[src/rtl/pc_flow_unit.sv]
// Program-flow stage: status register, 20-bit PC, jumps and trap/resume handling.
// Latency: one cycle from an accepted op to pc/status/taken; every output is registered.
// Backpressure: stall freezes all state, except the single TRAP_ENTRY cycle, which always advances to HALT.
module pc_flow_unit #(
    parameter int                 ADDR_W   = 20,
    parameter logic [ADDR_W-1:0]  RESET_PC = 20'h00000,
    parameter logic [ADDR_W-1:0]  TRAP_VEC = 20'h00010
) (
    input  logic              clk,
    input  logic              rst,
    input  logic              valid_in,
    input  logic              stall,
    input  logic [3:0]        op,
    input  logic [ADDR_W-1:0] target,
    input  logic [2:0]        sr_in,
    input  logic              alu_zero,
    input  logic              alu_sign,
    input  logic              alu_carry,
    input  logic              resume,
    output logic [ADDR_W-1:0] pc,
    output logic [2:0]        status,
    output logic              taken,
    output logic              trapped,
    output logic [ADDR_W-1:0] epc
);

    typedef enum logic [1:0] {
        RUN        = 2'd0,
        TRAP_ENTRY = 2'd1,
        HALT       = 2'd2
    } state_t;

    typedef struct packed {
        logic carry;
        logic sign;
        logic zero;
    } sr_t;

    localparam logic [3:0] OP_TRAP = 4'd1;
    localparam logic [3:0] OP_JMP  = 4'd2;
    localparam logic [3:0] OP_JZ   = 4'd3;
    localparam logic [3:0] OP_JS   = 4'd4;
    localparam logic [3:0] OP_JZS  = 4'd5;
    localparam logic [3:0] OP_LSR  = 4'd6;
    localparam logic [3:0] OP_XSR  = 4'd7;
    localparam logic [3:0] OP_ALU  = 4'd8;

    state_t            state_q, state_d;
    logic [ADDR_W-1:0] pc_q, pc_d, epc_q, epc_d, pc_inc;
    sr_t               status_q, status_d;
    logic              taken_q, taken_d;
    logic              trapped_q;
    logic              jump_cond;

    assign pc_inc = pc_q + ADDR_W'(1);

    // Jump conditions use the registered flags only, never the same-cycle ALU flags.
    always_comb begin
        jump_cond = 1'b0;
        case (op)
            OP_JMP:  jump_cond = 1'b1;
            OP_JZ:   jump_cond = status_q.zero;
            OP_JS:   jump_cond = status_q.sign;
            OP_JZS:  jump_cond = status_q.zero | status_q.sign;
            default: jump_cond = 1'b0;
        endcase
    end

    always_comb begin
        state_d  = state_q;
        pc_d     = pc_q;
        status_d = status_q;
        epc_d    = epc_q;
        taken_d  = 1'b0;
        case (state_q)
            RUN: begin
                if (valid_in && !stall) begin
                    pc_d = pc_inc;
                    case (op)
                        OP_TRAP: begin
                            epc_d   = pc_inc;
                            pc_d    = TRAP_VEC;
                            taken_d = 1'b1;
                            state_d = TRAP_ENTRY;
                        end
                        OP_JMP, OP_JZ, OP_JS, OP_JZS: begin
                            if (jump_cond) begin
                                pc_d    = target;
                                taken_d = 1'b1;
                            end
                        end
                        OP_LSR:  status_d = sr_t'(sr_in);
                        OP_XSR:  status_d = sr_t'(status_q ^ sr_in);
                        OP_ALU:  status_d = sr_t'({alu_carry, alu_sign, alu_zero});
                        default: ;
                    endcase
                end
            end
            TRAP_ENTRY: state_d = HALT;
            HALT: begin
                if (resume && !stall) begin
                    pc_d    = epc_q;
                    taken_d = 1'b1;
                    state_d = RUN;
                end
            end
            default: state_d = RUN;
        endcase
    end

    always_ff @(posedge clk) begin
        if (rst) begin
            state_q   <= RUN;
            pc_q      <= RESET_PC;
            status_q  <= '0;
            epc_q     <= '0;
            taken_q   <= 1'b0;
            trapped_q <= 1'b0;
        end else begin
            state_q   <= state_d;
            pc_q      <= pc_d;
            status_q  <= status_d;
            epc_q     <= epc_d;
            taken_q   <= taken_d;
            trapped_q <= (state_d == HALT);
        end
    end

    assign pc      = pc_q;
    assign status  = status_q;
    assign taken   = taken_q;
    assign trapped = trapped_q;
    assign epc     = epc_q;

endmodule

[config.mk]
export PLATFORM = sky130hd
export DESIGN_NAME = pc_flow_unit
export DESIGN_NICKNAME = d
export VERILOG_FILES = /design/src/rtl/pc_flow_unit.sv
export SDC_FILE = /design/constraint.sdc
export NUM_CORES = 1
export LEC_CHECK = 0
export CELL_PAD_IN_SITES_DETAIL_PLACEMENT = 1
export CELL_PAD_IN_SITES_GLOBAL_PLACEMENT = 1
export CORE_MARGIN = 2
export CORE_UTILIZATION = 38
export DETAILED_ROUTE_END_ITERATION = 6
export PLACE_DENSITY_LB_ADDON = 0.1
export REMOVE_ABC_BUFFERS = 1
export SLEW_MARGIN = 15
export SYNTH_ARGS = -nofsm -noshare
export SYNTH_HDL_FRONTEND = slang
export SYNTH_SLANG_ARGS = --single-unit
[constraint.sdc]
create_clock -name clk -period 3.3 [get_ports clk]
set_input_delay 0.66 -clock clk [delete_from_list [all_inputs] [get_ports clk]]
set_output_delay 0.66 -clock clk [all_outputs]
set_load 0.005 [all_outputs]
==> metrics.yaml, run 1 <==
outcome:
  status: "completed"
cts:
  htree_levels: 2
  clk_latency_ns: 0.31
  clockBufferDepth: 2
  clk_pin_slew_ns: 0.10
  cts_tree: "done"
  cts_setup_buffers: 0
  holdBufCountCts: 0
  post_cts_resized: 0
  clock_sinks: 47
  cts_root_buf: "clkbuf_8"
  cts_made_buffers: 5
setup_path:
  cp_max_fo: 32
  reg2reg_from: "state_q[0]"
  crit_start: "resume"
  worst_setup_path_end_kind: "flip-flop"
  rr_endpoint: "epc[7]"
  crit_required_ns: 3.53
  endpoint: "epc[7]"
  reg2reg_slack_ns: 1.02
  start_kind: "primary input"
  rr_worst_depth: 6
  critPathKind: "in2reg"
  critPathArrivalTime_ns: 2.76
route:
  viasPerCell: 5.768
  routed-via-count: 2930
  ant_nets: 0
  dr.pass1.iters: 4
  drt_iter0_markers: 122
  wirelength_mm: 9.253
  wl_per_cell_um: 18.21
  drc: 0
job:
  maxCapViolCount: 0
timing:
  hold_viol: 0
  worstMarginPinSlew_ns: 1.067
  fmax_mhz: 395.1
  finalCriticalPeriod_ns: 2.531
  worst_hold_slack_ns: 0.5107
  maxSlewHeadroom: 0.2884
  finalMaxSlewViolations: 0
  rsz0062_at_grt: "false"
  setup_tns_ns: 0
  finClkSkew_ns: 0.009613
  finalSetupViolCount: 0
  timing.final.crit_share: 0.7670
global_route:
  grt_pass1_wl_mm: 14.98
  antenna_found_initial: 0
  grt_start_max_net_pins: 33
  grt_overflow_total: 0
  grt_pass1_vias: 2897
  grt_use_total: 0.2264
power_and_ir_drop:
  p_int_uw: 981.0
  pwr-share-clk: 0.396
  leakage_nw: 1.257
  switching_share: 0.2482
  comb_power_share: 0.145
  switchingPower_uw: 323.9
  pwr_density_cell_nw_per_um2: 341.1
  ir_worst_vdd_mv: 0.1673
  p_seq_frac: 0.459
yosys:
  yosysWarningCount: 0
  syn_area_um2: 2854
  ys_types: 63
  synth.avg_cell_area_um2: 8.469
  async_flop_share: 0
  ys.flop_type: "dfxtp_1"
  synth_cells: 337
  ys_ff_latch: 47
  synth_edf_count: 0
  synth-seq-area-share: 0.3297
hold_path:
  min_path_cells: 2
  min_path_type: "reg2reg"
floorplan:
  rows: 31
  core_region_area_um2: 7253
  io_pins: 80
  die_w_um: 90.67
  die_h_um: 90.67
  start_util: 0.3935
  dieArea_um2: 8220
finish:
  stdcell_area_um2: 3825
  final_cell_mix: "clkdlybuf4s50_1, dfxtp_1, nor2_1, o21ai_0"
  n_antenna_cell: 0
  final_util: 0.5273
  instances_no_fill: 508
  syn_to_final_growth_pct: 34.02
  fin_nets: 444
  layout-drive-gt1-share: 0.09535
  fill_cells: 892
  layout_commonest_cell: "clkdlybuf4s50_1"
placed_design:
  dp_hpwl_mm: 6.689
  portBuffers: 79
  placed_area_um2: 3689
  dp_cells: 500
  place_congestion: 0.8268
==> synthesized netlist by cell type, drive strengths merged, types with 2 or more instances <==
library cell / instances / area, um^2
a211oi: 17 / 182.7
a21boi: 4 / 30.03
a21o: 5 / 37.54
a21oi: 22 / 110.1
a221oi: 5 / 43.79
a222oi: 3 / 30.03
a31o: 2 / 17.52
a31oi: 2 / 12.51
a41oi: 3 / 45.05
and2: 5 / 31.28
and3: 3 / 18.77
and3b: 2 / 17.52
and4: 4 / 35.03
buf: 17 / 117.6
clkbuf: 8 / 32.53
dfxtp: 47 / 940.9
inv: 9 / 33.78
mux2i: 7 / 70.07
nand2: 22 / 82.58
nand2b: 5 / 31.28
nand3: 9 / 45.04
nand3b: 4 / 30.03
nand4: 12 / 75.07
nor2: 35 / 150.2
nor3: 9 / 50.05
nor4: 5 / 37.53
nor4b: 3 / 32.53
o211ai: 4 / 30.03
o21a: 2 / 15.01
o21ai: 23 / 115.1
o31ai: 2 / 15.01
o32ai: 3 / 26.28
or4: 2 / 18.77
xnor2: 12 / 105.1
xor2: 5 / 43.79
==> registers in the layout (all words and copies together), names as in the netlist <==
register  flops
trapped       1
state_q       2
taken         1
status        3
epc          20
pc           20
==> how the worst min path moves through the flow <==
stage | start | to | slack [ns]
after floorplan | epc[15] | epc[15] | 0.47
after global placement | epc[5] | epc[5] | 0.49
after detailed placement | epc[5] | epc[5] | 0.50
after CTS | epc[5] | epc[5] | 0.51
after global routing | epc[6] | epc[6] | 0.55
final | epc[5] | epc[5] | 0.51
==> area by class of cell <==
class	count	area, um^2	area share
clock buffer	5	68.82	0.01799
sequential	47	940.9	0.2460
tap	99	123.9	0.03238
inverter	9	33.78	0.008832
timing repair buffer	89	860.8	0.2251
multi-input combinational	256	1729	0.4521
clock inverter	3	67.56	0.01766
==> routing by layer <==
| layer | global-route usage | vias up | wire (um) |
|---|---|---|---|
| met1 | 0.3007 | 1439 | 4161 |
| met2 | 0.3874 | 82 | 4591 |
| met3 | 0.03673 | 8 | 444 |
| li1 | - | 1401 | - |
| met5 | 0 | - | 0 |
| met4 | 0.04615 | 0 | 56 |
==> cell families (layout without fill, tap and decap cells) <==
group	count (synthesis)	after routing	share of synthesized area
buffers and inverters	34	106	0.06444
flip-flops	47	47	0.3297
adder cells (fa/ha/maj)	1	1	0.004383
multiplexers	7	7	0.02455
AO/OA/AOI/OAI	105	105	0.2771
XOR/XNOR	17	17	0.05217
AND/OR/NAND/NOR	126	126	0.2477
==> critical path, cell delays in order <==
cell	delay, ns
clkdlybuf4s50_1	0.51
mux2i_1	0.13
or4_4	0.62
nor2_8	0.49
nor2_1	0.12
a211oi_2	0.21
==> power groups by stage <==
| stage | registers [mW] | clock network [mW] | logic, mW |
|---|---|---|---|
| after global placement | 0.611 | 0 | 0.185 |
| after global routing | 0.601 | 0.552 | 0.206 |
| after floorplan | 0.608 | 0 | 0.0768 |
| after detailed placement | 0.612 | 0 | 0.189 |
| after CTS | 0.598 | 0.521 | 0.190 |
| final | 0.598 | 0.517 | 0.189 |
==> metrics by stage <==
stage	power, mW	setup slack (ns)
3_5_place_dp	0.8009	0.4273
3_3_place_gp	0.7962	0.5054
2_1_floorplan	0.6844	1.171
6_report	1.305	0.7689
5_1_grt	1.360	0.6427
4_1_cts	1.310	0.7633
(Power assumes the default switching activity.)
==> run 2, diff against run 1 <==
--- a/config.mk
+++ b/config.mk
@@ -8,7 +8,7 @@
 export CELL_PAD_IN_SITES_DETAIL_PLACEMENT = 1
 export CELL_PAD_IN_SITES_GLOBAL_PLACEMENT = 1
 export CORE_MARGIN = 2
-export CORE_UTILIZATION = 38
+export CORE_UTILIZATION = 32
 export DETAILED_ROUTE_END_ITERATION = 6
 export PLACE_DENSITY_LB_ADDON = 0.1
 export REMOVE_ABC_BUFFERS = 1
==> constraint.sdc (replaced) <==
create_clock -name clk -period 2.2 [get_ports clk]
set_input_delay 0.44 -clock clk [delete_from_list [all_inputs] [get_ports clk]]
set_output_delay 0.44 -clock clk [all_outputs]
set_load 0.005 [all_outputs]
==> metrics.yaml, run 2 (synthesized netlist as in run 1, its figures left out) <==
outcome:
  status: "completed"
floorplan:
  start_util: 0.3289
  dieArea_um2: 9690
  die_w_um: 98.44
  core_region_area_um2: 8678
  die_h_um: 98.44
  rows: 34
  io_pins: 80
route:
  drc: 0
  dr.pass1.iters: 4
  viasPerCell: 5.523
  drt_iter0_markers: 83
  routed-via-count: 3082
  wirelength_mm: 10.05
  wl_per_cell_um: 18.01
  ant_nets: 0
placed_design:
  placed_area_um2: 4058
  dp_hpwl_mm: 7.682
  portBuffers: 79
  place_ws_ns: -0.1906
  place_congestion: 0.7964
job:
  maxCapViolCount: 0
setup_path:
  path_cells: "ha_1 > nand4_1 > or4_1 > o41a_1 > o32ai_1"
  worst_setup_path_end_kind: "flip-flop"
  cp_max_fo: 5
  critPathKind: "reg2reg"
  cpMaxStageDelayCell: "or4_1"
  start_kind: "flip-flop"
  cp_top_family: "simple AND/OR/NAND/NOR gates"
  max_stage_delay_ns: 0.68
  crit_buf_inv: 0
  reg2reg_from: "pc[1]"
  crit_required_ns: 2.42
  critPathArrivalTime_ns: 2.33
  crit_start: "pc[1]"
finish:
  layout-drive-gt1-share: 0.1778
  syn_to_final_growth_pct: 46.30
  fin_nets: 485
  stdcell_area_um2: 4175
  final_cell_mix: "clkdlybuf4s50_1, dfxtp_1, buf_4, nor2_1, o21ai_0"
  n_antenna_cell: 0
  layout_commonest_cell: "clkdlybuf4s50_1"
cts:
  cts_root_buf: "clkbuf_8"
  clk_latency_ns: 0.30
  post_cts_resized: 0
  htree_levels: 2
  cts_made_buffers: 5
  clockBufferDepth: 2
  cts_tree: "done"
  clk_pin_slew_ns: 0.09
  clock_sinks: 47
  cts_setup_buffers: 0
  holdBufCountCts: 0
timing:
  hold_viol: 0
  finalCriticalPeriod_ns: 2.105
  finalMaxSlewViolations: 0
  finalSetupViolCount: 0
  rsz0062_at_grt: "false"
  timing.final.crit_share: 0.9569
  worstMarginPinSlew_ns: 0.5240
  maxSlewHeadroom: 0.6494
  setup_slack_ns: 0.09491
  fmax_mhz: 475.0
  finClkSkew_ns: 0.003378
hold_path:
  min_from: "epc[4]"
  min_path_type: "reg2reg"
global_route:
  grt_overflow_total: 0
  grt_pass1_vias: 3258
  antenna_found_initial: 0
  grt_pass1_wl_mm: 16.45
  grt_use_total: 0.2111
  grt_start_max_net_pins: 22
power_and_ir_drop:
  leakage_nw: 1.470
  ir_worst_vdd_mv: 0.2271
  pwr_density_cell_nw_per_um2: 460.1
-- run 2: layer usage --
layer / global-route usage / wire length, um / up-vias
met5: 0 / 0 / -
met4: 0.03899 / 83 / 0
met3: 0.03191 / 427 / 10
met2: 0.3721 / 4918 / 82
met1: 0.2767 / 4619 / 1502
li1: - / - / 1488
-- run 2: final cells by class --
type | instances | area, um^2
clock buffers | 6 | 82.58
clock inverters | 2 | 35.03
fillers | 1035 | 4503
inverters | 9 | 33.78
multi-input cells | 256 | 1729
flip-flops and latches | 47 | 940.9
well taps | 108 | 135.1
repair buffers | 130 | 1219
-- run 2: tightest hold or removal path: stages (launching register included) --
cell and delay, ns:
dfxtp_1 0.33, o21ai_0 0.07, a21oi_1 0.06
-- run 2: stage by stage --
stage / std cells / utilization / setup TNS [ns] / hold slack, ns / total power [mW]
finish: 558 / 0.4811 / 0 / 0.5052 / 1.921
global route: 558 / 0.4811 / 0 / 0.5563 / 2.016
CTS: 558 / 0.4811 / 0 / 0.5113 / 1.943
detailed placement: 550 / 0.4676 / -4.246 / 0.4991 / 1.255
global placement: 550 / 0.4676 / -2.022 / 0.4884 / 1.248
floorplan: 312 / - / 0 / 0.4736 / 1.027
-- run 2: worst paths after layout --
check	endpoint	slack, ns	cells past startpoint
max	pc[16]	0.09	5
min	epc[4]	0.51	2
max reg2reg	pc[16]	0.09	5
min reg2reg	epc[4]	0.51	2
-- run 2: report_power, final --
part | leakage, nW | switching, mW | internal, mW
Sequential | 0.380 | 0.0245 | 0.869
Clock | 0.0612 | 0.318 | 0.369
Combinational | 1.03 | 0.152 | 0.189
Total | 1.47 | 0.495 | 1.43
==> run 3, diff against run 2 <==
--- a/config.mk
+++ b/config.mk
@@ -8,7 +8,7 @@
 export CELL_PAD_IN_SITES_DETAIL_PLACEMENT = 1
 export CELL_PAD_IN_SITES_GLOBAL_PLACEMENT = 1
 export CORE_MARGIN = 2
-export CORE_UTILIZATION = 32
+export CORE_UTILIZATION = 30
 export DETAILED_ROUTE_END_ITERATION = 6
 export PLACE_DENSITY_LB_ADDON = 0.1
 export REMOVE_ABC_BUFFERS = 1
==> metrics.yaml, run 3 (synthesized netlist as in run 1, its figures left out) <==
timing:
  finalMaxSlewViolations: 0
  timing.final.crit_share: 0.9532
  worstMarginPinSlew_ns: 0.5365
  setup_tns_ns: 0
  hold_viol: 0
  finClkSkew_ns: 0.01075
  finalCriticalPeriod_ns: 2.097
  finalSetupViolCount: 0
  maxSlewHeadroom: 0.6390
  worst_hold_slack_ns: 0.5066
  fmax_mhz: 476.9
  rsz0062_at_grt: "false"
setup_path:
  crit_required_ns: 2.46
  critPathArrivalTime_ns: 2.35
  cp_max_fo: 10
  start_kind: "primary input"
  worst_setup_path_end_kind: "flip-flop"
  critPathKind: "in2reg"
placed_design:
  portBuffers: 79
  dp_hpwl_mm: 7.923
  place_congestion: 0.8429
  dp_cells: 574
finish:
  instances_no_fill: 582
  final_cell_mix: "clkdlybuf4s50_1, buf_4, dfxtp_1, nor2_1, o21ai_0"
  fill_cells: 1095
  final_util: 0.4563
  regArea_um2: 940.9
  fin_nets: 489
  n_antenna_cell: 0
  layout-drive-gt1-share: 0.1854
  layout_commonest_cell: "clkdlybuf4s50_1"
  multi_input_area_um2: 1734
  syn_to_final_growth_pct: 47.74
cts:
  cts_tree: "done"
  holdBufCountCts: 0
  htree_levels: 2
  cts_made_buffers: 5
  clockBufferDepth: 2
  cts_root_buf: "clkbuf_8"
  clock_sinks: 47
  clk_latency_ns: 0.31
  clk_pin_slew_ns: 0.09
floorplan:
  die_h_um: 101.5
  start_util: 0.3089
  rows: 35
  core_region_area_um2: 9240
  dieArea_um2: 10310
  io_pins: 80
  die_w_um: 101.5
global_route:
  grt_pass1_vias: 3254
  grt_use_total: 0.2081
  antenna_found_initial: 0
  grt_pass1_wl_mm: 16.69
  grt_overflow_total: 0
  grt_start_max_net_pins: 20
route:
  drt_iter0_markers: 85
  wirelength_mm: 10.30
  ant_nets: 0
  routed-via-count: 3074
  viasPerCell: 5.282
  dr.pass1.iters: 4
  wl_per_cell_um: 17.69
  drc: 0
power_and_ir_drop:
  leakage_nw: 1.487
  pwr-share-clk: 0.312
  switchingPower_uw: 493.1
  pwr_density_cell_nw_per_um2: 427.4
  power.total_mw: 1.802
  p_seq_frac: 0.494
  comb_power_share: 0.194
  ir_worst_vdd_mv: 0.2414
  p_int_mw: 1.309
  switching_share: 0.2737
job:
  maxCapViolCount: 0
outcome:
  status: "completed"
hold_path:
  min_path_type: "reg2reg"
[run 3: cell type report]
type | count | share of cell area
clock inverters | 1 | 0.001187
flip-flops and latches | 47 | 0.2231
multi-input cells | 256 | 0.4113
repair buffers | 134 | 0.2985
clock buffers | 6 | 0.01958
inverters | 9 | 0.008012
well taps | 129 | 0.03828
[run 3: critical path, cell delays in order]
cell,delay [ns]
clkdlybuf4s50_1,0.46
or3b_1,0.45
a41oi_4,0.33
buf_6,0.20
a21oi_1,0.10
a211oi_2,0.25
a31o_1,0.12
[run 3: path summary, 6_finish.rpt]
check              start     end  slack, ns  depth (start not counted)
setup / recovery   op[0]   pc[1]       0.10                          7
hold / removal    epc[5]  epc[5]       0.51                          2
setup reg to reg   pc[0]  pc[16]       0.29                          5
hold reg to reg   epc[5]  epc[5]       0.51                          2
[run 3: power groups by stage]
stage / clock network, mW / logic (mW) / registers [mW]
after CTS: 0.582 / 0.349 / 0.891
after floorplan: 0 / 0.115 / 0.912
final: 0.562 / 0.349 / 0.891
after global routing: 0.613 / 0.379 / 0.894
after detailed placement: 0 / 0.348 / 0.910
after global placement: 0 / 0.342 / 0.910
[run 3: metrics by stage]
stage	setup slack, ns	cell area [um^2]
finish	0.1030	4217
floorplan	0.2688	2704
global route	0.01998	4217
global placement	-0.2038	4106
detailed placement	-0.3444	4106
CTS	0.06416	4194
[run 3: per-layer routing]
| metal | wire length, um | track usage |
|---|---|---|
| met5 | 0 | 0 |
| met4 | 102 | 0.04782 |
| met3 | 344 | 0.02553 |
| met2 | 5086 | 0.3679 |
| met1 | 4762 | 0.2696 |
[run 3: repair_timing]
item                       4_1_cts  5_1_grt
setup endpoints to repair        1        2
resized for setup                0        4
setup buffers                    0        1
pin swaps                        1        1
